<file path="src/rtl/sram_arb_pkg.sv">
`default_nettype none
// ============================================================================
// Module   : sram_arb_pkg
// Purpose  : Shared return-tag type and parameter defaults for the SRAM arbiter
// Revision : 1.0 - initial release
// ============================================================================
package sram_arb_pkg;

    localparam int c_latency_default     = 2;
    localparam int c_vid_run_max_default = 4;

    typedef enum logic [1:0] {
        TAG_NONE = 2'd0,
        TAG_CPU  = 2'd1,
        TAG_VID  = 2'd2
    } tag_t;

endpackage
`default_nettype wire

</file>
<file path="src/rtl/sram_tag_pipe.sv">
`default_nettype none
// ============================================================================
// Module   : sram_tag_pipe
// Purpose  : DEPTH-stage shift register carrying the owner of each SRAM return
// Revision : 1.0 - initial release
// ============================================================================
module sram_tag_pipe
    import sram_arb_pkg::*;
#(
    parameter int DEPTH = c_latency_default
) (
    input  logic clk,
    input  logic i_clear,
    input  tag_t i_tag,
    output tag_t o_tag
);

    tag_t r_stage [DEPTH];

    always_ff @(posedge clk) begin
        if (i_clear) begin
            for (int i = 0; i < DEPTH; i++) begin
                r_stage[i] <= TAG_NONE;
            end
        end else begin
            r_stage[0] <= i_tag;
            for (int i = 1; i < DEPTH; i++) begin
                r_stage[i] <= r_stage[i-1];
            end
        end
    end

    assign o_tag = r_stage[DEPTH-1];

endmodule
`default_nettype wire

</file>
<file path="src/rtl/sram_arbiter.sv">
`default_nettype none
// ============================================================================
// Module   : sram_arbiter
// Purpose  : Shares one SRAM port between a CPU and a video fetcher
// Revision : 1.0 - initial release
// ============================================================================
module sram_arbiter
    import sram_arb_pkg::*;
#(
    parameter int LATENCY     = c_latency_default,
    parameter int VID_RUN_MAX = c_vid_run_max_default
) (
    input  logic        clock,
    input  logic        reset,
    input  logic        cpu_req,
    input  logic        cpu_w,
    input  logic [15:0] cpu_address,
    input  logic [7:0]  cpu_wb,
    output logic [7:0]  cpu_din,
    output logic        cpu_ready,
    input  logic        vid_req,
    input  logic [15:0] vid_address,
    output logic        vid_ack,
    output logic [7:0]  vid_data,
    output logic        vid_valid,
    output logic [15:0] mem_address,
    output logic [7:0]  mem_wb,
    output logic        mem_w,
    input  logic [7:0]  mem_din
);

    localparam int                 c_run_w   = (VID_RUN_MAX < 1) ? 1 : $clog2(VID_RUN_MAX + 1);
    localparam logic [c_run_w-1:0] c_run_max = c_run_w'(VID_RUN_MAX);
    localparam logic [c_run_w-1:0] c_run_one = c_run_w'(1);

    localparam logic [0:0] C_IDLE = 1'b0;
    localparam logic [0:0] C_WAIT = 1'b1;

    logic [0:0]         r_state;
    logic [0:0]         w_state_next;
    logic [c_run_w-1:0] r_run;
    logic               w_cpu_elig;
    logic               w_grant_cpu;
    logic               w_grant_vid;
    tag_t               w_issue_tag;
    tag_t               r_issue_tag;
    tag_t               w_pipe_tag;
    tag_t               w_ret_tag;
    logic [15:0]        r_mem_address;
    logic [7:0]         r_mem_wb;
    logic               r_mem_w;
    logic               r_vid_ack;
    logic               r_wr_ready;

    always_comb begin
        w_cpu_elig   = cpu_req && (r_state == C_IDLE);
        w_grant_cpu  = w_cpu_elig && (!vid_req || (r_run == c_run_max));
        w_grant_vid  = vid_req && !w_grant_cpu;
        w_issue_tag  = TAG_NONE;
        w_state_next = r_state;
        // Writes never come back from the SRAM, so they leave no tag behind.
        if (w_grant_cpu && !cpu_w) begin
            w_issue_tag = TAG_CPU;
        end else if (w_grant_vid) begin
            w_issue_tag = TAG_VID;
        end
        case (r_state)
            C_IDLE:  if (w_grant_cpu) w_state_next = C_WAIT;
            C_WAIT:  if (cpu_ready)   w_state_next = C_IDLE;
            default: w_state_next = C_IDLE;
        endcase
    end

    always_ff @(posedge clock) begin
        if (reset) begin
            r_state <= C_IDLE;
        end else begin
            r_state <= w_state_next;
        end
    end

    always_ff @(posedge clock) begin
        if (reset) begin
            r_mem_address <= '0;
            r_mem_wb      <= '0;
            r_mem_w       <= 1'b0;
            r_vid_ack     <= 1'b0;
            r_wr_ready    <= 1'b0;
            r_issue_tag   <= TAG_NONE;
            r_run         <= '0;
        end else begin
            r_mem_w     <= w_grant_cpu && cpu_w;
            r_wr_ready  <= w_grant_cpu && cpu_w;
            r_vid_ack   <= w_grant_vid;
            r_issue_tag <= w_issue_tag;
            if (w_grant_cpu) begin
                r_mem_address <= cpu_address;
            end else if (w_grant_vid) begin
                r_mem_address <= vid_address;
            end
            if (w_grant_cpu && cpu_w) begin
                r_mem_wb <= cpu_wb;
            end
            // Counts video wins only while the CPU is actually asking.
            if (!cpu_req || w_grant_cpu) begin
                r_run <= '0;
            end else if (w_grant_vid && (r_run != c_run_max)) begin
                r_run <= r_run + c_run_one;
            end
        end
    end

    sram_tag_pipe #(
        .DEPTH (LATENCY)
    ) u_tag_pipe (
        .clk     (clock),
        .i_clear (reset),
        .i_tag   (r_issue_tag),
        .o_tag   (w_pipe_tag)
    );

    assign w_ret_tag   = reset ? TAG_NONE : w_pipe_tag;
    assign cpu_ready   = r_wr_ready || (w_ret_tag == TAG_CPU);
    assign cpu_din     = (w_ret_tag == TAG_CPU) ? mem_din : 8'h00;
    assign vid_valid   = (w_ret_tag == TAG_VID);
    assign vid_data    = vid_valid ? mem_din : 8'h00;
    assign vid_ack     = r_vid_ack;
    assign mem_address = r_mem_address;
    assign mem_wb      = r_mem_wb;
    assign mem_w       = r_mem_w;

endmodule
`default_nettype wire

</file>
<file path="config.mk">
export PLATFORM = sky130hd
export DESIGN_NAME = sram_arbiter
export DESIGN_NICKNAME = d
export VERILOG_FILES = /design/src/rtl/sram_arb_pkg.sv /design/src/rtl/sram_tag_pipe.sv /design/src/rtl/sram_arbiter.sv
export SDC_FILE = /design/constraint.sdc
export NUM_CORES = 1
export LEC_CHECK = 0
export BUFFER_PORTS_ARGS = -buffer_cell sky130_fd_sc_hd__buf_4
export CAP_MARGIN = 0
export CORE_ASPECT_RATIO = 0.9
export CORE_MARGIN = 8
export CORE_UTILIZATION = 45
export CTS_CLUSTER_SIZE = 24
export DETAILED_ROUTE_END_ITERATION = 16
export MAX_ROUTING_LAYER = met4
export PLACE_DENSITY = 0.82
export SLEW_MARGIN = 40
export SYNTH_ARGS = -nofsm -noshare
export SYNTH_HDL_FRONTEND = slang
export SYNTH_HIERARCHICAL = 1
export SYNTH_SLANG_ARGS = --single-unit
</file>
<file path="constraint.sdc">
create_clock -name clock -period 4.2 [get_ports clock]
set_clock_uncertainty 0.15 [all_clocks]
set_input_delay 0.21 -clock clock [delete_from_list [all_inputs] [get_ports clock]]
set_output_delay 0.21 -clock clock [all_outputs]
set_load 0.01 [all_outputs]
</file>
# Word-level counts from Yosys, hierarchy flattened
# Memory sizes are Yosys's and may differ from the RTL's.
# Cells that the tools add are included.
# Widths: inputs -> output; s select.
[word_totals]
regBits = 32
ram_bits = 4
output_inout_bits = 44
memories = 1
[op_classes]
n_addsub = 1
eq_ne = 4
mux = 15
n_bitwise = 3
n_reduce_logical = 16
[mem_list]
columns = ["name", "words", "width", "read_ports", "rd_clocked_by_memory_dff", "wr", "line_no", "text"]
rows = [
  ["u_tag_pipe.r_stage", 2, 2, 2, 0, 2, "sram_tag_pipe.sv:18", "tag_t r_stage [DEPTH];"],
]
[op_table]
columns = ["op", "count"]
rows = [
  ["$mux 16", 2],
  ["$mux 8", 2],
  ["$mux 2", 4],
  ["$logic_and 1x1->1", 6],
  ["$mux 1", 6],
  ["$logic_not 1->1", 4],
  ["$reduce_or 2->1", 2],
  ["$add 3x1->3 const B", 1],
  ["$eq 3x3->1 const B", 1],
  ["$logic_or 1x1->1", 3],
  ["$ne 3x3->1 const B", 1],
  ["$eq 2x1->1 const B", 1],
  ["$eq 2x2->1 const B", 1],
  ["$or 1x1->1", 2],
  ["$pmux 1 s2", 1],
  ["$reduce_bool 2->1", 1],
  ["$not 1->1", 1],
]

# Depth between registers and ports, before layout
[depth]
depth_word = 7
mapped_depth = 8
ltp_nobuf = 6

# Hierarchy
# Netlist, hierarchy kept.
[by_module_without_submodules]
columns = ["module", "instances", "cells_each", "area_each_um2"]
rows = [
  ["sram_arbiter", 1, 182, 1609.0],
  ["sram_tag_pipe", 1, 10, 120.1],
]

# Worst setup path after synthesis
# No wires, ideal clock.
[synth_timing]
kind = "register to register"
from = "register r_run[0]"
to = "register r_mem_address[0] (netlist: mem_address[0])"
setup_ps = 145
arrival_time_ps = 1391
required_ps = 3905
slack_ps = 2514
path_stages_with_launch = 9
n_path_buf = 2
synth_period_minus_slack_ps = 1686
cell_sequence = "dfxtp_1 -> inv_1 -> ha_1 -> a21bo_4 -> and2_4 -> buf_8 -> buf_12 -> nand2_2 -> a311oi_2"
[synth_via]
elab_chain_len = 6
elab_cells_between_ends = 7
classes_between = "eq/ne (1); mux (1); reduce/logical (5)"
[synth_rtl]
columns = ["item", "line_no", "text"]
rows = [
  ["start: declaration", "sram_arbiter.sv:41", "logic [c_run_w-1:0] r_run;"],
  ["start signal: assignment", "sram_arbiter.sv:108", "r_run <= r_run + c_run_one;"],
  ["$eq 3x3->1 *", "sram_arbiter.sv:57", "w_grant_cpu = w_cpu_elig && (!vid_req || (r_run == c_run_max));"],
  ["$logic_or 1x1->1 *", "sram_arbiter.sv:57", ""],
  ["$logic_and 1x1->1 *", "sram_arbiter.sv:57", ""],
  ["$logic_not 1->1", "sram_arbiter.sv:58", "w_grant_vid = vid_req && !w_grant_cpu;"],
  ["$logic_and 1x1->1", "sram_arbiter.sv:58", ""],
  ["$reduce_bool 2->1 (no source line)", "-", ""],
  ["end signal: assignment", "sram_arbiter.sv:97", "r_mem_address <= cpu_address;"],
  ["end signal: assignment", "sram_arbiter.sv:99", "r_mem_address <= vid_address;"],
  ["end: declaration", "sram_arbiter.sv:49", "logic [15:0] r_mem_address;"],
]
# Mark *: on every way between the ends. The rest lies on a longest branch, timed or not.
# A chain may end at the register's enable or synchronous reset.

==> results.yml <==
grt:
  antenna_found_initial: 0
  grt_pass1_vias: 1575
  grtUsageTotal: 0.153
  overflow: 0
  grt_pass1_wl_um: 7210
  grt_max_degree: 37
worst_setup_path:
  crit_fanout: 9
  crit_path_cell_trace: "nor3b_1, and2_1, buf_4"
  crit_type: "reg -> out"
  cp-startpoint: "u_tag_pipe/r_stage[0][3]"
  cp_slowest_cell: "nor3b_1"
  crit_required_ns: 3.84
  cp_num_buf_inv: 1
  arrival_ns: 1.54
  crit_path_max_incr_delay_ns: 0.59
  critical_path.endpoint_type: "output port"
  reg2reg_from: "r_run[0]"
  cp-start-kind: "flip-flop"
  crit_family: "simple AND/OR/NAND/NOR gates"
floorplanning:
  die_y_um: 74.8
  core_area_um2: 3700
  die_w_um: 81.3
  rows: 21
  die-area_um2: 6080
  pin_count: 97
  initial_core_util: 0.467
power_and_ir_drop:
  p_switching_uw: 198
  p_seq_frac: 0.456
  p_leak_uw: 0.00116
  power_density_nw_per_um2: 326
  p_comb_frac: 0.183
  p_clk_frac: 0.361
  internal_power_uw: 617
  peakVddDrop_uv: 223
  switching_share: 0.243
timing:
  rsz0062_at_grt: "no"
  final_max_slew_viol_count: 0
  fmax_ghz: 0.525
  fin_crit_ns: 1.90
  setup-tns-final_ns: 0
  hold_viol_final: 0
  fin_ws_ns: 2.30
  setup_viol_count_final: 0
  tightest_slew_ns: 0.694
  slew_headroom: 0.536
  period_share: 0.453
hold_path:
  worstHoldStart: "cpu_w"
  hold_class: "in -> reg"
cts:
  numCtsBuffers: 5
  ctsLongestPathBuffers: 2
  clkLatencyLatePin_ns: 0.28
  cts_hold_buffers: 0
  clkTransAtPathRegs_ns: 0.07
  tritoncts: "done"
  htreeDepth: 2
  cts_sinks: 36
  cts_resized: 0
  post_cts_buffers: 0
  clock-root-buffer: "clkbuf_8"
job:
  drv_cap: 0
routing:
  wl_met2_um: 2230
  met1_length_um: 1800
  met3WireLength_um: 489
  vias: 1609
  vias_per_cell: 4.91
  dr.max_layer_used: "met4"
  drt-total-wl_um: 4560
  drt_first_pass_iters: 4
  drcViolationCount: 0
  avgRoutedWirePerCell_um: 13.9
  detail-route-antenna-nets: 0
  drt_iter0_markers: 139
logic_synthesis:
  synthCells: 192
  synth-seq-area-share: 0.417
  synth_top_area_frac: 0.417
  synthTopCellsByArea: "dfxtp_1 (42%), a311oi_2 (8.7%), nand2_1 (7.2%), and2_1 (5.8%), nor2_1 (3.9%)"
  syn_nets: 247
  ys_warn_count: 6
  syn_area_per_cell_um2: 9.01
  yosysTopAreaCell: "dfxtp_1"
  synthArstFlopShare: 0
  ys_seq_elements: 36
  ys_types: 32
  synth_edf_count: 0
  syn-cell-area_um2: 1730
  ys.flop_type: "dfxtp_1"
status:
  status: "finished, final reports clean"
placed_design:
  portBuffers: 96
  dp_worst_setup_slack_ns: 2.40
  place_congestion: 0.764
  dpl.hpwl_um: 3400
cells_and_area:
  antenna_cells: 0
  fin_nets: 336
  drive_gt1_frac: 0.468
  syn_to_final_growth_pct: 44.4
-- per-layer routing --
layer / up-vias / GRT usage
met1: 725 / 0.163
met5: - / -
li1: 819 / -
met3: 4 / 0.0656
met2: 61 / 0.253
met4: 0 / 0.0475
-- cell type report --
type | count | area, µm²
inverters | 3 | 11.3
multi-input cells | 139 | 878
clock buffers | 6 | 72.6
clock inverters | 2 | 35.0
repair buffers | 96 | 721
well taps | 46 | 57.6
flip-flops and latches | 36 | 721
fillers | 325 | 1210
-- worst reg2reg max path, stage by stage (launching register included) --
cell,delay (ns)
dfxtp_1,0.33
inv_1,0.08
ha_1,0.20
a21bo_4,0.18
and2_4,0.38
nand2_1,0.11
a311oi_1,0.26
-- layout by cell type, fill, tap and decap left out --
cell	n
a21bo_4	1
a21boi_0	1
a21oi_1	12
a311oi_1	6
a311oi_2	10
and2_1	16
and2_4	1
buf_4	96
bufinv_16	1
clkbuf_1	1
clkbuf_8	5
clkinv_2	1
dfxtp_1	36
ha_1	2
inv_1	3
mux2i_1	1
nand2_1	33
nand2_2	10
nand2_4	1
nand2b_1	1
nand3_1	11
nor2_1	18
nor2b_1	5
nor2b_4	1
nor3_1	1
nor3b_1	2
nor3b_2	3
or2_2	2
or3_1	1
-- final timing paths --
kind	end	slack (ns)	cells past startpoint
min	r_issue_tag[0]	0.03	2
max	vid_data[0]	2.30	3
max reg2reg	mem_address[7]	2.43	6
min reg2reg	u_tag_pipe/r_stage[0][2]	0.29	1
-- registers in the layout (all words and copies together) (netlist names) --
name and cells:
r_wr_ready 1, r_state 1, mem_address 16, r_issue_tag 2
vid_ack 1, mem_wb 8, u_tag_pipe/r_stage 4, r_run 3
-- cell families after synthesis --
logic type,Yosys count,synth area share
flops,36,0.417
simple gates,106,0.319
mux,1,0.00579
compound gates,30,0.166
fa+ha+maj,2,0.0145
buf+inv,17,0.0781
-- power by group through the flow --
stage                     clock [µW]  sequential [µW]  combinational, µW
final                            294              372                149
after global placement             0              379                148
after floorplan                    0              387               74.0
after global routing             320              374                162
after detailed placement           0              379                151
after CTS                        302              372                151
-- synthesized netlist by cell type, types with 2 or more instances --
cell type	instances
nand2_1	33
inv_1	3
ha_1	2
nand3_1	11
clkbuf_1	3
nor3b_2	2
dfxtp_1	36
a311oi_1	6
and2_1	16
nor2b_1	5
buf_4	3
buf_6	4
nand2_2	10
a21oi_1	12
a311oi_2	10
nor2_1	18
nor3b_1	3
-- per-stage QoR --
stage          hold WS, ns  power (µW)  instances  instance area (µm²)  utilization
2_1_floorplan        0.132         461        192                 1730            -
3_5_place_dp         0.270         530        320                 2390        0.645
3_3_place_gp         0.268         527        320                 2380        0.643
6_report            0.0324         815        328                 2500        0.674
5_1_grt             0.0260         856        328                 2500        0.674
4_1_cts             0.0223         825        328                 2500        0.674
Power figures use the tool's default switching activity.
